$ cat config.mk
export PLATFORM = sky130hd
export DESIGN_NAME = uart_rx_fsm
export DESIGN_NICKNAME = d
export VERILOG_FILES = /design/src/rtl/uart_rx_pkg.sv /design/src/rtl/uart_rx_edge_bit_cnt.sv /design/src/rtl/uart_rx_fsm.sv
export SDC_FILE = /design/constraint.sdc
export NUM_CORES = 1
export LEC_CHECK = 0
export BUFFER_PORTS_ARGS = -buffer_cell sky130_fd_sc_hd__buf_4
export CORE_MARGIN = 2
export CORE_UTILIZATION = 32
export DETAILED_ROUTE_END_ITERATION = 10
export GPL_TIMING_DRIVEN = 0
export SYNTH_ARGS = -nofsm -noshare
export SYNTH_HDL_FRONTEND = slang
export SYNTH_HIERARCHICAL = 1
export SYNTH_SLANG_ARGS = --single-unit
$ cat constraint.sdc
create_clock -name CLK -period 3.3 [get_ports CLK]
set_input_delay 0 -clock CLK [delete_from_list [all_inputs] [get_ports CLK]]
set_output_delay 0 -clock CLK [all_outputs]
set_load 0.05 [all_outputs]
$ cat src/rtl/uart_rx_pkg.sv
// Shared UART receiver definitions: FSM state encoding and the check-edge offset
// used by the FSM and by data_sampling.
package uart_rx_pkg;

  typedef enum logic [2:0] {
    IDLE    = 3'd0,
    START   = 3'd1,
    DATA    = 3'd2,
    PARITY  = 3'd3,
    STOP    = 3'd4,
    ERR_CHK = 3'd5
  } rx_state_e;

  // Checks fire two edges past mid-bit, once the mid-bit samples have settled.
  localparam int CHK_OFS = 2;

  function automatic int chk_edge(input int presc);
    return presc / 2 + CHK_OFS;
  endfunction

endpackage

$ cat src/rtl/uart_rx_edge_bit_cnt.sv
// Oversampling edge counter, data bit counter and PRESCALE latch for the UART RX FSM.
module uart_rx_edge_bit_cnt #(
  parameter int DATA_WIDTH = 8,
  parameter int PRESC_W    = 6
) (
  input  logic               CLK,
  input  logic               RST,
  input  logic [PRESC_W-1:0] PRESCALE,
  input  logic               start,
  input  logic               run,
  input  logic               bit_clr,
  input  logic               bit_inc,
  output logic [PRESC_W-1:0] edge_cnt,
  output logic               bit_end,
  output logic               chk_pre,
  output logic               last_bit
);
  import uart_rx_pkg::*;

  localparam int BW = (DATA_WIDTH > 1) ? $clog2(DATA_WIDTH) : 1;

  logic [PRESC_W-1:0] presc_q;
  logic [BW-1:0]      bit_cnt;

  assign bit_end  = (edge_cnt == presc_q - 1'b1);
  // One edge early so the registered enables land exactly on the check edge.
  assign chk_pre  = (int'(edge_cnt) == chk_edge(int'(presc_q)) - 1);
  assign last_bit = (bit_cnt == BW'(DATA_WIDTH - 1));

  always_ff @(posedge CLK or negedge RST) begin
    if (!RST) begin
      presc_q  <= '0;
      edge_cnt <= '0;
      bit_cnt  <= '0;
    end else begin
      if (start) begin
        presc_q  <= PRESCALE;
        edge_cnt <= PRESC_W'(1);
      end else if (run) begin
        edge_cnt <= bit_end ? '0 : edge_cnt + 1'b1;
      end else begin
        edge_cnt <= '0;
      end
      if (bit_clr)      bit_cnt <= '0;
      else if (bit_inc) bit_cnt <= bit_cnt + 1'b1;
    end
  end

endmodule

$ cat src/rtl/uart_rx_fsm.sv
// UART RX frame controller: start, data, optional parity, stop, error check.
// Define UART_RX_ERR_FLAGS_EN to add the par_err_flag / stp_err_flag outputs.
module uart_rx_fsm #(
  parameter int DATA_WIDTH = 8,
  parameter int PRESC_W    = 6
) (
  input  logic               CLK,
  input  logic               RST,
  input  logic               RX_IN,
  input  logic               PAR_EN,
  input  logic [PRESC_W-1:0] PRESCALE,
  input  logic               strt_glitch,
  input  logic               par_err,
  input  logic               stp_err,
  output logic               dat_samp_en,
  output logic [PRESC_W-1:0] edge_cnt,
  output logic               strt_chk_en,
  output logic               deser_en,
  output logic               par_chk_en,
  output logic               stp_chk_en,
  output logic               data_valid
`ifdef UART_RX_ERR_FLAGS_EN
  ,
  output logic               par_err_flag,
  output logic               stp_err_flag
`endif
);
  import uart_rx_pkg::*;

  rx_state_e state;
  logic      start, run, bit_end, chk_pre, last_bit;
  logic      par_q;

  assign run         = (state == START) || (state == DATA) || (state == PARITY) || (state == STOP);
  assign start       = ((state == IDLE) || (state == ERR_CHK)) && !RX_IN;
  assign dat_samp_en = run;

  uart_rx_edge_bit_cnt #(.DATA_WIDTH(DATA_WIDTH), .PRESC_W(PRESC_W)) u_cnt (
    .CLK      (CLK),
    .RST      (RST),
    .PRESCALE (PRESCALE),
    .start    (start),
    .run      (run),
    .bit_clr  ((state == START) && bit_end),
    .bit_inc  ((state == DATA) && bit_end),
    .edge_cnt (edge_cnt),
    .bit_end  (bit_end),
    .chk_pre  (chk_pre),
    .last_bit (last_bit)
  );

  // Decoded from ERR_CHK so checker results are read in that cycle only.
  assign data_valid = (state == ERR_CHK) && !stp_err && !(par_q && par_err);
`ifdef UART_RX_ERR_FLAGS_EN
  assign par_err_flag = (state == ERR_CHK) && par_q && par_err;
  assign stp_err_flag = (state == ERR_CHK) && stp_err;
`endif

  always_ff @(posedge CLK or negedge RST) begin
    if (!RST) begin
      state       <= IDLE;
      par_q       <= 1'b0;
      strt_chk_en <= 1'b0;
      deser_en    <= 1'b0;
      par_chk_en  <= 1'b0;
      stp_chk_en  <= 1'b0;
    end else begin
      strt_chk_en <= (state == START)  && chk_pre;
      deser_en    <= (state == DATA)   && chk_pre;
      par_chk_en  <= (state == PARITY) && chk_pre;
      stp_chk_en  <= (state == STOP)   && chk_pre;
      case (state)
        IDLE:    if (!RX_IN) state <= START;
        START:   if (bit_end) state <= strt_glitch ? IDLE : DATA;
        DATA: begin
          if (bit_end && last_bit) begin
            par_q <= PAR_EN;
            state <= PAR_EN ? PARITY : STOP;
          end
        end
        PARITY:  if (bit_end) state <= STOP;
        STOP:    if (bit_end) state <= ERR_CHK;
        ERR_CHK: state <= RX_IN ? IDLE : START;
        default: state <= IDLE;
      endcase
    end
  end

endmodule

==> results of run 1 <==
repair_timing:
item / CTS / global route
setup endpoints to repair: 0 / 0
hold buffers: 7 / 0
endpoints found under the hold margin: 29 / 0
per-layer routing:
layer	vias up	global-route usage, %
met3	2	3.134
met4	0	2.516
met2	25	22.53
li1	575	-
met1	561	16.28
met5	-	0
cells by family (layout without fill, tap and decap cells):
logic type / Yosys count / after routing / share of synthesized area, %
compound gates: 24 / 24 / 13.59
xor+xnor: 20 / 20 / 12.12
fa+ha+maj: 6 / 6 / 5.195
buf+inv: 16 / 51 / 5.194
flops: 23 / 23 / 39.83
mux: 5 / 5 / 3.723
simple gates: 53 / 53 / 20.35
power by group:
part	switching, mW	total [mW]	internal (mW)	leakage [nW]
combinational	0.594	1.00	0.407	0.486
sequential	0.114	0.492	0.378	0.288
clock	0.0907	0.177	0.0862	0.0228
total	0.799	1.67	0.871	0.796
registers in the layout, summed over array words and instances (netlist names):
register and flops:
deser_en 1, par_chk_en 1, par_q 1, state 3, stp_chk_en 1, strt_chk_en 1
u_cnt/bit_cnt 3, u_cnt/edge_cnt 6, u_cnt/presc_q 6
layout by cell type (no fill, tap or decap), drive strengths merged, types with 4 or more instances in the layout:
cell type,instances
nand2,8
dlygate4sd3,7
nand2b,5
inv,7
nor2,13
xnor2,11
dfrtp,23
buf,28
clkbuf,7
nor2b,4
xor2,9
o21ai,6
nand3,7
ha,6
a211oi,5
through the flow:
| step | hold WS (ns) | area, um2 |
|---|---|---|
| detailed placement | -0.08379 | 1690 |
| finish | 0.02926 | 1805 |
| global placement | -0.08273 | 1690 |
| CTS | 0.02887 | 1805 |
| floorplan | -0.2956 | 1445 |
| global route | 0.06214 | 1805 |
layout make-up:
class                   instances  area [um2]
fillers                       457        2549
clock buffers                   4       45.04
well taps                      52       65.06
multi-input cells             108       794.5
flip-flops and latches         23       575.6
plain buffers                   7       40.04
inverters                       9       35.03
repair buffers                 31       250.2
tightest hold or removal path, delay by kind of cell:
| family | cells | cell delay, ns |
|---|---|---|
| buffers and inverters | 1 | 0.08 |
| AND/OR/NAND/NOR | 2 | 0.18 |
final timing paths:
check | slack, ns | endpoint | from
worst min register to register | 0.54 | u_cnt/bit_cnt[2]$_DFFE_PN0P_ | u_cnt/bit_cnt[2]$_DFFE_PN0P_
max in group asynchronous | 2.90 | u_cnt/presc_q[2]$_DFFE_PN0P_ | RST
worst max register to register | 0.44 | u_cnt/bit_cnt[1]$_DFFE_PN0P_ | u_cnt/presc_q[1]$_DFFE_PN0P_
worst max-delay path | 0.44 | u_cnt/bit_cnt[1]$_DFFE_PN0P_ | u_cnt/presc_q[1]$_DFFE_PN0P_
worst min-delay path | 0.03 | state[0]$_DFFE_PN0P_ | PAR_EN
min in group asynchronous | 0.17 | stp_chk_en$_DFF_PN0_ | RST
==> flow_metrics.tcl, run 1 <==
set metrics [dict create \
    first_pass_iters 4 \
    drt_iter0_drc 61 \
    synth_cell_types 45 \
    postCtsSetupRepairBufs 0 \
    p_leak_nw 0.7964 \
    path_depth 10 \
    rsz0062_at_grt "no" \
    utilization_pct 41.47 \
    fin_crit_ns 2.859 \
    drive_gt1_share_pct 23.08 \
    cp_top_family "simple AND/OR/NAND/NOR gates" \
    grt_pass1_vias 1181 \
    synth_seq_cells 23 \
    yosysTopAreaCell "dfrtp_1" \
    grt_max_degree 24 \
    top_layer "met4" \
    tightestPinTransition_ns 0.8445 \
    clockRootBuffer "clkbuf_8" \
    wl_met3_um 126 \
    holdCritPathClass "primary input to flip-flop" \
    ant_nets 0 \
    synthTopCellsByArea "dfrtp_1 40%, xnor2_1 6.7%, xor2_1 5.5%" \
    coreArea_um2 4354 \
    outcome "finished clean" \
    numPortBuffers 24 \
    antenna_found_initial 0 \
    critPathKind "flip-flop to flip-flop" \
    syn_to_final_growth_pct 24.93 \
    rows 24 \
    clkSlewWorstSetupHoldPaths_ns 0.08 \
    setup_viol 0 \
    finalHoldViolCount 0 \
    synth_top_area_share_pct 39.83 \
    die_area_um2 5069 \
    preCtsSetupSlack_ns 0.4636 \
    die_x_um 71.20 \
    start_util_pct 33.19 \
    synthesis.nets 166 \
    crit_top_cell "nor2_1" \
    worstSkewPairLatency_ns 0.26 \
    max_stage_delay_ns 0.73 \
    dp_hpwl_um 2250 \
    synthMostInstantiatedCell "dfrtp_1" \
    rr_worst_depth 10 \
    gr-total-overflow 0 \
    ys_top_cells_by_count "23 x dfrtp_1, 13 x nor2_1, 11 x xnor2_1" \
    clkSinkCount 23 \
    path_cells "inv_1, ha_1, xnor2_1, nor2_1, o31ai_1, and2_1, nand2_1, nor2_1, mux2i_1, nor2_1" \
    wirelength_um 2999 \
    wl_per_cell_um 12.82 \
    cts_tree "built" \
    final-max-slew-violation-count 0 \
    vias_per_cell 4.970 \
    fin_cells 234 \
    hold_depth 3 \
    ioPinCount 25 \
    num_vias 1163 \
    grt_pass1_wl_um 5250 \
    netlist_area_um2 1445 \
    cp.buffers_inverters 1 \
    worstSetupStartpointType "flip-flop" \
    async_flop_share_pct 100.0 \
    cap_violations 0 \
    avgSynthCellArea_um2 9.831 \
    ys_seq_area_share_pct 39.83 \
    fin_nets 202 \
    place_congestion 0.7807 \
    syn_inst 147 \
    synthFlopType "dfrtp_1" \
    power_mw 1.669 \
    power.density_nw_per_um2 924.6 \
    vdd_drop_max_mv 0.3029 \
    ctsHtreeMaxLevel 1 \
    cp_slowest_cell "o31ai_1" \
    antenna_cells 0 \
    cp_data_required_time_ns 3.45 \
    fin_crit_sh_pct 86.63 \
    dp_cells 223 \
    timing.final.ws_setup_ns 0.4411 \
    path_max_fanout 7 \
    grtUsageTotal_pct 12.92 \
    fmax_ghz 0.3498 \
    wl_met1_um 1363 \
    cts_resized 0 \
    tns_ns 0 \
    wl_met2_um 1496 \
    cp-end-kind "flip-flop" \
    yosys_warnings 6 \
    relSlewSlack_pct 43.22 \
    die_h_um 71.20 \
    synth_edf_count 0 \
    cts_buffer_depth 2 \
    cts_buffers 3 \
    drcViolationCount 0 \
    critPathArrivalTime_ns 3.01 \
    skew_ns 0.003899 \
]
Power figures use the tool's default switching activity.
==> run 2: changes to the inputs <==
--- a/config.mk
+++ b/config.mk
@@ -5,6 +5,7 @@
 export SDC_FILE = /design/constraint.sdc
 export NUM_CORES = 1
 export LEC_CHECK = 0
+export ABC_AREA = 1
 export BUFFER_PORTS_ARGS = -buffer_cell sky130_fd_sc_hd__buf_4
 export CORE_MARGIN = 2
 export CORE_UTILIZATION = 32
==> run 2 against run 1 <==
  * Sequential share of layout area down 1.2 points
  * Combinational power down 7%
  * Routed wire length up 15%
  * Register-to-register slack better by 0.62 ns
  * Maximum frequency up 28%
  * Via count up 20%
  * Critical path type unchanged
  * Largest power group unchanged
==> flow_metrics.tcl, run 2 <==
set metrics [dict create \
    cp-end-kind "flip-flop" \
    fin_crit_ns 2.237 \
    fin_cells 303 \
    synthFlopType "dfrtp_1" \
    ys_seq_area_share_pct 38.05 \
    synth_top_area_share_pct 38.05 \
    fin_nets 269 \
    grtUsageTotal_pct 14.55 \
    antenna_found_initial 0 \
    final_common_cell "nand2_1" \
    outcome "finished clean" \
    synthTopCellsByArea "dfrtp_1 38%, nand2_1 15%, inv_1 6.9%" \
    cts_buffer_depth 2 \
    wirelength_um 3454 \
    die_h_um 72.76 \
    async_flop_share_pct 100.0 \
    grt_pass1_vias 1301 \
    fill_cells 500 \
    holdCritPathClass "primary input to flip-flop" \
    synth_seq_cells 23 \
    cap_violations 0 \
    drive_gt1_share_pct 19.68 \
    finalHoldViolCount 0 \
    drt_iter0_drc 115 \
    rows 25 \
    setup_viol 0 \
    tightestPinTransition_ns 0.7398 \
    place_congestion 0.8354 \
    netlist_area_um2 1513 \
    rsz0062_at_grt "no" \
    ioPinCount 25 \
    hold_depth 6 \
    worstSkewPairLatency_ns 0.27 \
    relSlewSlack_pct 50.26 \
    antenna_cells 0 \
    clkSinkCount 23 \
    power.density_nw_per_um2 843.2 \
    critPathKind "flip-flop to flip-flop" \
    vdd_drop_max_mv 0.4191 \
    syn_to_final_growth_pct 24.07 \
    wl_per_cell_um 11.40 \
    fin_crit_sh_pct 67.78 \
    ys_top_cells_by_count "60 x nand2_1, 28 x inv_1, 23 x dfrtp_1, 23 x nor2_1, 21 x nand3_1" \
    cts_tree "built" \
    hold_end "state[1]$_DFFE_PN0P_" \
    synthesis.nets 233 \
    reg2reg_setup_slack_ns 1.06 \
    yosys_warnings 6 \
    stdcell_area_um2 1877 \
    final-max-slew-violation-count 0 \
    ant_nets 0 \
    preCtsSetupSlack_ns 1.071 \
    final_cell_mix "60 x nand2_1, 28 x inv_1, 24 x buf_4" \
    top_regs "u_cnt/edge_cnt x6, u_cnt/presc_q x6" \
    die_x_um 72.76 \
    dp_hpwl_um 2631 \
    syn_inst 214 \
    clockRootBuffer "clkbuf_8" \
    skew_ns 0.008274 \
    r2r_end "u_cnt/bit_cnt[1]$_DFFE_PN0P_" \
    cts_buffers 3 \
    start_util_pct 32.68 \
    synthMostInstantiatedCell "nand2_1" \
    tns_ns 0 \
    clkSlewWorstSetupHoldPaths_ns 0.09 \
    vias_per_cell 4.614 \
    first_pass_iters 4 \
    timing.final.ws_setup_ns 1.063 \
    placed_cell_area_um2 1760 \
    gr-total-overflow 0 \
    numPortBuffers 24 \
    yosysTopAreaCell "dfrtp_1" \
    num_vias 1398 \
    coreArea_um2 4629 \
    die_area_um2 5293 \
    cp_data_required_time_ns 3.45 \
    path_max_fanout 7 \
    grt_max_degree 24 \
    r2r_start "u_cnt/presc_q[1]$_DFFE_PN0P_" \
    dp_cells 292 \
    fmax_ghz 0.4471 \
    avgSynthCellArea_um2 7.069 \
    synth_edf_count 0 \
    p_leak_nw 0.9740 \
    rr_worst_depth 13 \
    synth_cell_types 28 \
    hold_ws_ns 0.08716 \
    drcViolationCount 0 \
    critPathArrivalTime_ns 2.39 \
    min_from "strt_glitch" \
    grt_pass1_wl_um 6065 \
    ctsHtreeMaxLevel 1 \
    worstSetupStartpointType "flip-flop" \
]
## run 2: cell types whose count changed after synthesis, sizes merged, moves of 5 or more
cell / change
nand2: +56
inv: +25
nand3: +15
nor2: +13
o21ai: +8
xnor2: -8
xor2: -6
nand2b: -5
or2: +5
## run 2: logic make-up (layout without fill, tap and decap cells)
kind of cell             count (synthesis)  after routing  share of synthesized area [%]
AO/OA/AOI/OAI                           18             18                          6.451
XOR/XNOR                                 6              6                          3.475
adder cells (fa/ha/maj)                  6              6                          4.963
buffers and inverters                   35             70                          9.263
flip-flops                              23             23                          38.05
AND/OR/NAND/NOR                        126            126                          37.80
## run 2: metrics by stage
step                      total power [mW]  utilization, %
after detailed placement             1.397           38.03
after global placement               1.395           38.03
after CTS                            1.594           40.54
after global routing                 1.760           40.54
after floorplan                      1.170               -
final                                1.583           40.54
## run 2: routing by layer
metal | GRT usage (%) | share of wire [%] | vias to the layer above
li1 | - | - | 747
met1 | 19.97 | 48 | 622
met2 | 24.04 | 48 | 25
met3 | 2.901 | 3.8 | 4
met4 | 2.675 | 0.49 | 0
met5 | 0 | 0 | -
## run 2: worst max path at each step
stage / to / cells after the start / slack, ns / startpoint
2_1_floorplan: u_cnt/bit_cnt[1]$_DFFE_PN0P_ / 11 / 1.37 / u_cnt/edge_cnt[2]$_DFF_PN0_
3_3_place_gp: u_cnt/bit_cnt[1]$_DFFE_PN0P_ / 13 / 1.07 / u_cnt/presc_q[1]$_DFFE_PN0P_
3_5_place_dp: u_cnt/bit_cnt[2]$_DFFE_PN0P_ / 13 / 1.07 / u_cnt/presc_q[1]$_DFFE_PN0P_
4_1_cts: u_cnt/bit_cnt[1]$_DFFE_PN0P_ / 13 / 1.04 / u_cnt/presc_q[1]$_DFFE_PN0P_
5_1_grt: u_cnt/bit_cnt[1]$_DFFE_PN0P_ / 13 / 0.77 / u_cnt/presc_q[1]$_DFFE_PN0P_
6_report: u_cnt/bit_cnt[1]$_DFFE_PN0P_ / 13 / 1.06 / u_cnt/presc_q[1]$_DFFE_PN0P_
## run 2: critical path, cell delays in order, from the launching register on
cell,delay [ns]
dfrtp_1,0.44
inv_1,0.11
ha_1,0.31
nand2_1,0.07
inv_1,0.04
nor2_1,0.07
nand2_1,0.05
nor2_1,0.14
nand4_2,0.14
inv_2,0.14
inv_1,0.12
nor2_1,0.25
or2_2,0.17
o21ai_0,0.07
## run 2: area by class of cell
class	instances	area (um2)	share of cell area, %
timing repair buffer	31	250.2	13.33
buffer	3	20.02	1.067
clock buffer	3	41.29	2.200
clock inverter	1	5.005	0.2667
tap	54	67.56	3.600
multi-input combinational	156	797.0	42.47
sequential	23	575.6	30.67
inverter	32	120.1	6.400
## run 2: report_power, final
| group | leakage, nW | total, mW | internal, mW | switching, mW |
|---|---|---|---|---|
| sequential | 0.299 | 0.464 | 0.361 | 0.103 |
| clock | 0.0255 | 0.186 | 0.0846 | 0.101 |
| combinational | 0.650 | 0.933 | 0.326 | 0.607 |
## run 2: timing repair
| action | CTS | global route |
|---|---|---|
| hold buffers | 7 | 0 |
| hold endpoints to repair | 29 | 0 |
| setup buffers | 0 | 0 |
| gates resized for setup | 0 | 0 |
==> run 3: changes to the inputs <==
==> constraint.sdc (replaced) <==
create_clock -name CLK -period 2.3 [get_ports CLK]
set_input_delay 0 -clock CLK [delete_from_list [all_inputs] [get_ports CLK]]
set_output_delay 0 -clock CLK [all_outputs]
set_load 0.05 [all_outputs]
==> run 3 against run 2 <==
  * Core utilization increased by 0.68 points
  * Critical endpoint unchanged
  * Largest power group unchanged
  * Sequential power increased by 45%
  * Critical path depth unchanged
==> flow_metrics.tcl, run 3 (synthesized netlist as in run 2, its figures left out) <==
set metrics [dict create \
    cts_buffer_depth 2 \
    grtUsageTotal_pct 14.55 \
    holdCritPathClass "primary input to flip-flop" \
    grt_pass1_wl_um 6065 \
    num_vias 1407 \
    fmax_ghz 0.4778 \
    place_congestion 0.8354 \
    critPathArrivalTime_ns 2.25 \
    syn_to_final_growth_pct 26.14 \
    vdd_drop_max_mv 0.6010 \
    rows 25 \
    coreArea_um2 4629 \
    dp_cells 292 \
    critPathKind "flip-flop to flip-flop" \
    die_area_um2 5293 \
    fin_cells 304 \
    ioPinCount 25 \
    path_max_fanout 5 \
    grt_max_degree 24 \
    worstSkewPairLatency_ns 0.27 \
    ctsHtreeMaxLevel 1 \
    cp_slowest_cell "dfrtp_2" \
    dp_hpwl_um 2631 \
    die_h_um 72.76 \
    fin_nets 270 \
    skew_ns 0.009695 \
    max_stage_delay_ns 0.43 \
    tightestPinTransition_ns 0.7496 \
    setup_viol 0 \
    die_x_um 72.76 \
    ant_nets 0 \
    clkSinkCount 23 \
    fin_crit_sh_pct 90.99 \
    final_common_cell "nand2_1" \
    drt_iter0_drc 95 \
    hold_ws_ns 0.08706 \
    wl_met3_um 87 \
    top_regs "u_cnt/edge_cnt x6, u_cnt/presc_q x6" \
    cts_buffers 3 \
    drcViolationCount 0 \
    outcome "finished clean" \
    relSlewSlack_pct 49.60 \
    fill_cells 499 \
    cp-end-kind "flip-flop" \
    antenna_found_initial 0 \
    final_cell_mix "60 x nand2_1, 25 x inv_1, 25 x buf_4" \
    grt_pass1_vias 1301 \
    wirelength_um 3467 \
    worstSetupStartpointType "flip-flop" \
    p_leak_nw 0.9751 \
    antenna_cells 0 \
    gr-total-overflow 0 \
    power_mw 2.308 \
    drive_gt1_share_pct 22.80 \
    wl_per_cell_um 11.40 \
    start_util_pct 32.68 \
    cp_top_family "simple AND/OR/NAND/NOR gates" \
    wl_met1_um 1658 \
    clkSlewWorstSetupHoldPaths_ns 0.10 \
    numPortBuffers 24 \
    cp.buffers_inverters 4 \
    first_pass_iters 4 \
    path_cells "inv_2, ha_1, nand2_1, inv_1, nor2_1, nand2_1, nor2_1, nand4_2, inv_4, clkinvlp_4, nor2_4, or2_2, o21ai_0" \
    fin_crit_ns 2.093 \
    wl_met2_um 1702 \
    vias_per_cell 4.628 \
    top_layer "met4" \
    cts_tree "built" \
    power.density_nw_per_um2 1210 \
    cap_violations 0 \
    cp_data_required_time_ns 2.45 \
    utilization_pct 41.22 \
    finalHoldViolCount 0 \
    final-max-slew-violation-count 0 \
    clockRootBuffer "clkbuf_8" \
]
run 3: power by group:
| group | leakage, nW | internal, mW | switching [mW] |
|---|---|---|---|
| clock network | 0.0255 | 0.121 | 0.147 |
| registers | 0.297 | 0.521 | 0.151 |
| logic | 0.653 | 0.478 | 0.889 |
run 3: area by class of cell:
cell class	instances	area, um2	share of cell area [%]
repair buffers	32	257.7	13.51
inverters	32	126.4	6.623
well taps	54	67.56	3.541
plain buffers	3	20.02	1.049
multi-input cells	156	812.0	42.56
clock buffers	3	41.29	2.164
flip-flops and latches	23	578.1	30.30
clock inverters	1	5.005	0.2623
run 3: path summary, 6_finish.rpt:
check | startpoint | to | slack (ns) | cells after the start
setup / recovery | u_cnt/presc_q[1]$_DFFE_PN0P_ | u_cnt/bit_cnt[1]$_DFFE_PN0P_ | 0.21 | 13
hold / removal | strt_glitch | state[1]$_DFFE_PN0P_ | 0.09 | 6
setup reg to reg | u_cnt/presc_q[1]$_DFFE_PN0P_ | u_cnt/bit_cnt[1]$_DFFE_PN0P_ | 0.21 | 13
hold reg to reg | par_q$_DFFE_PN0P_ | par_q$_DFFE_PN0P_ | 0.55 | 2
max in group asynchronous | RST | u_cnt/presc_q[1]$_DFFE_PN0P_ | 1.89 | 2
min in group asynchronous | RST | u_cnt/edge_cnt[5]$_DFF_PN0_ | 0.15 | 2
run 3: timing repair:
| action | in CTS | in global routing |
|---|---|---|
| endpoints found under the setup margin | 0 | 7 |
| gates resized for setup | 0 | 10 |
| buffers inserted | 0 | 1 |
| endpoints found under the hold margin | 29 | 0 |
| hold buffers | 7 | 0 |
run 3: metal layers:
layer  vias to the layer above  GRT usage, %
li1                        746             -
met3                         5         2.901
met1                       636         19.97
met2                        20         24.04
met4                         0         2.675
met5                         -             0
run 3: worst min-delay path, delay by kind of cell:
kind	cells	cell delay [ns]
buffers and inverters	2	0.10
and+or+nand+nor	4	0.22
run 3: through the flow:
step | setup WS (ns) | area (um2) | setup TNS [ns]
floorplan | 0.3676 | 1513 | 0
global placement | 0.06898 | 1760 | 0
detailed placement | 0.07101 | 1760 | 0
CTS | 0.03877 | 1877 | 0
global route | -0.007583 | 1908 | -0.007583
finish | 0.2072 | 1908 | 0
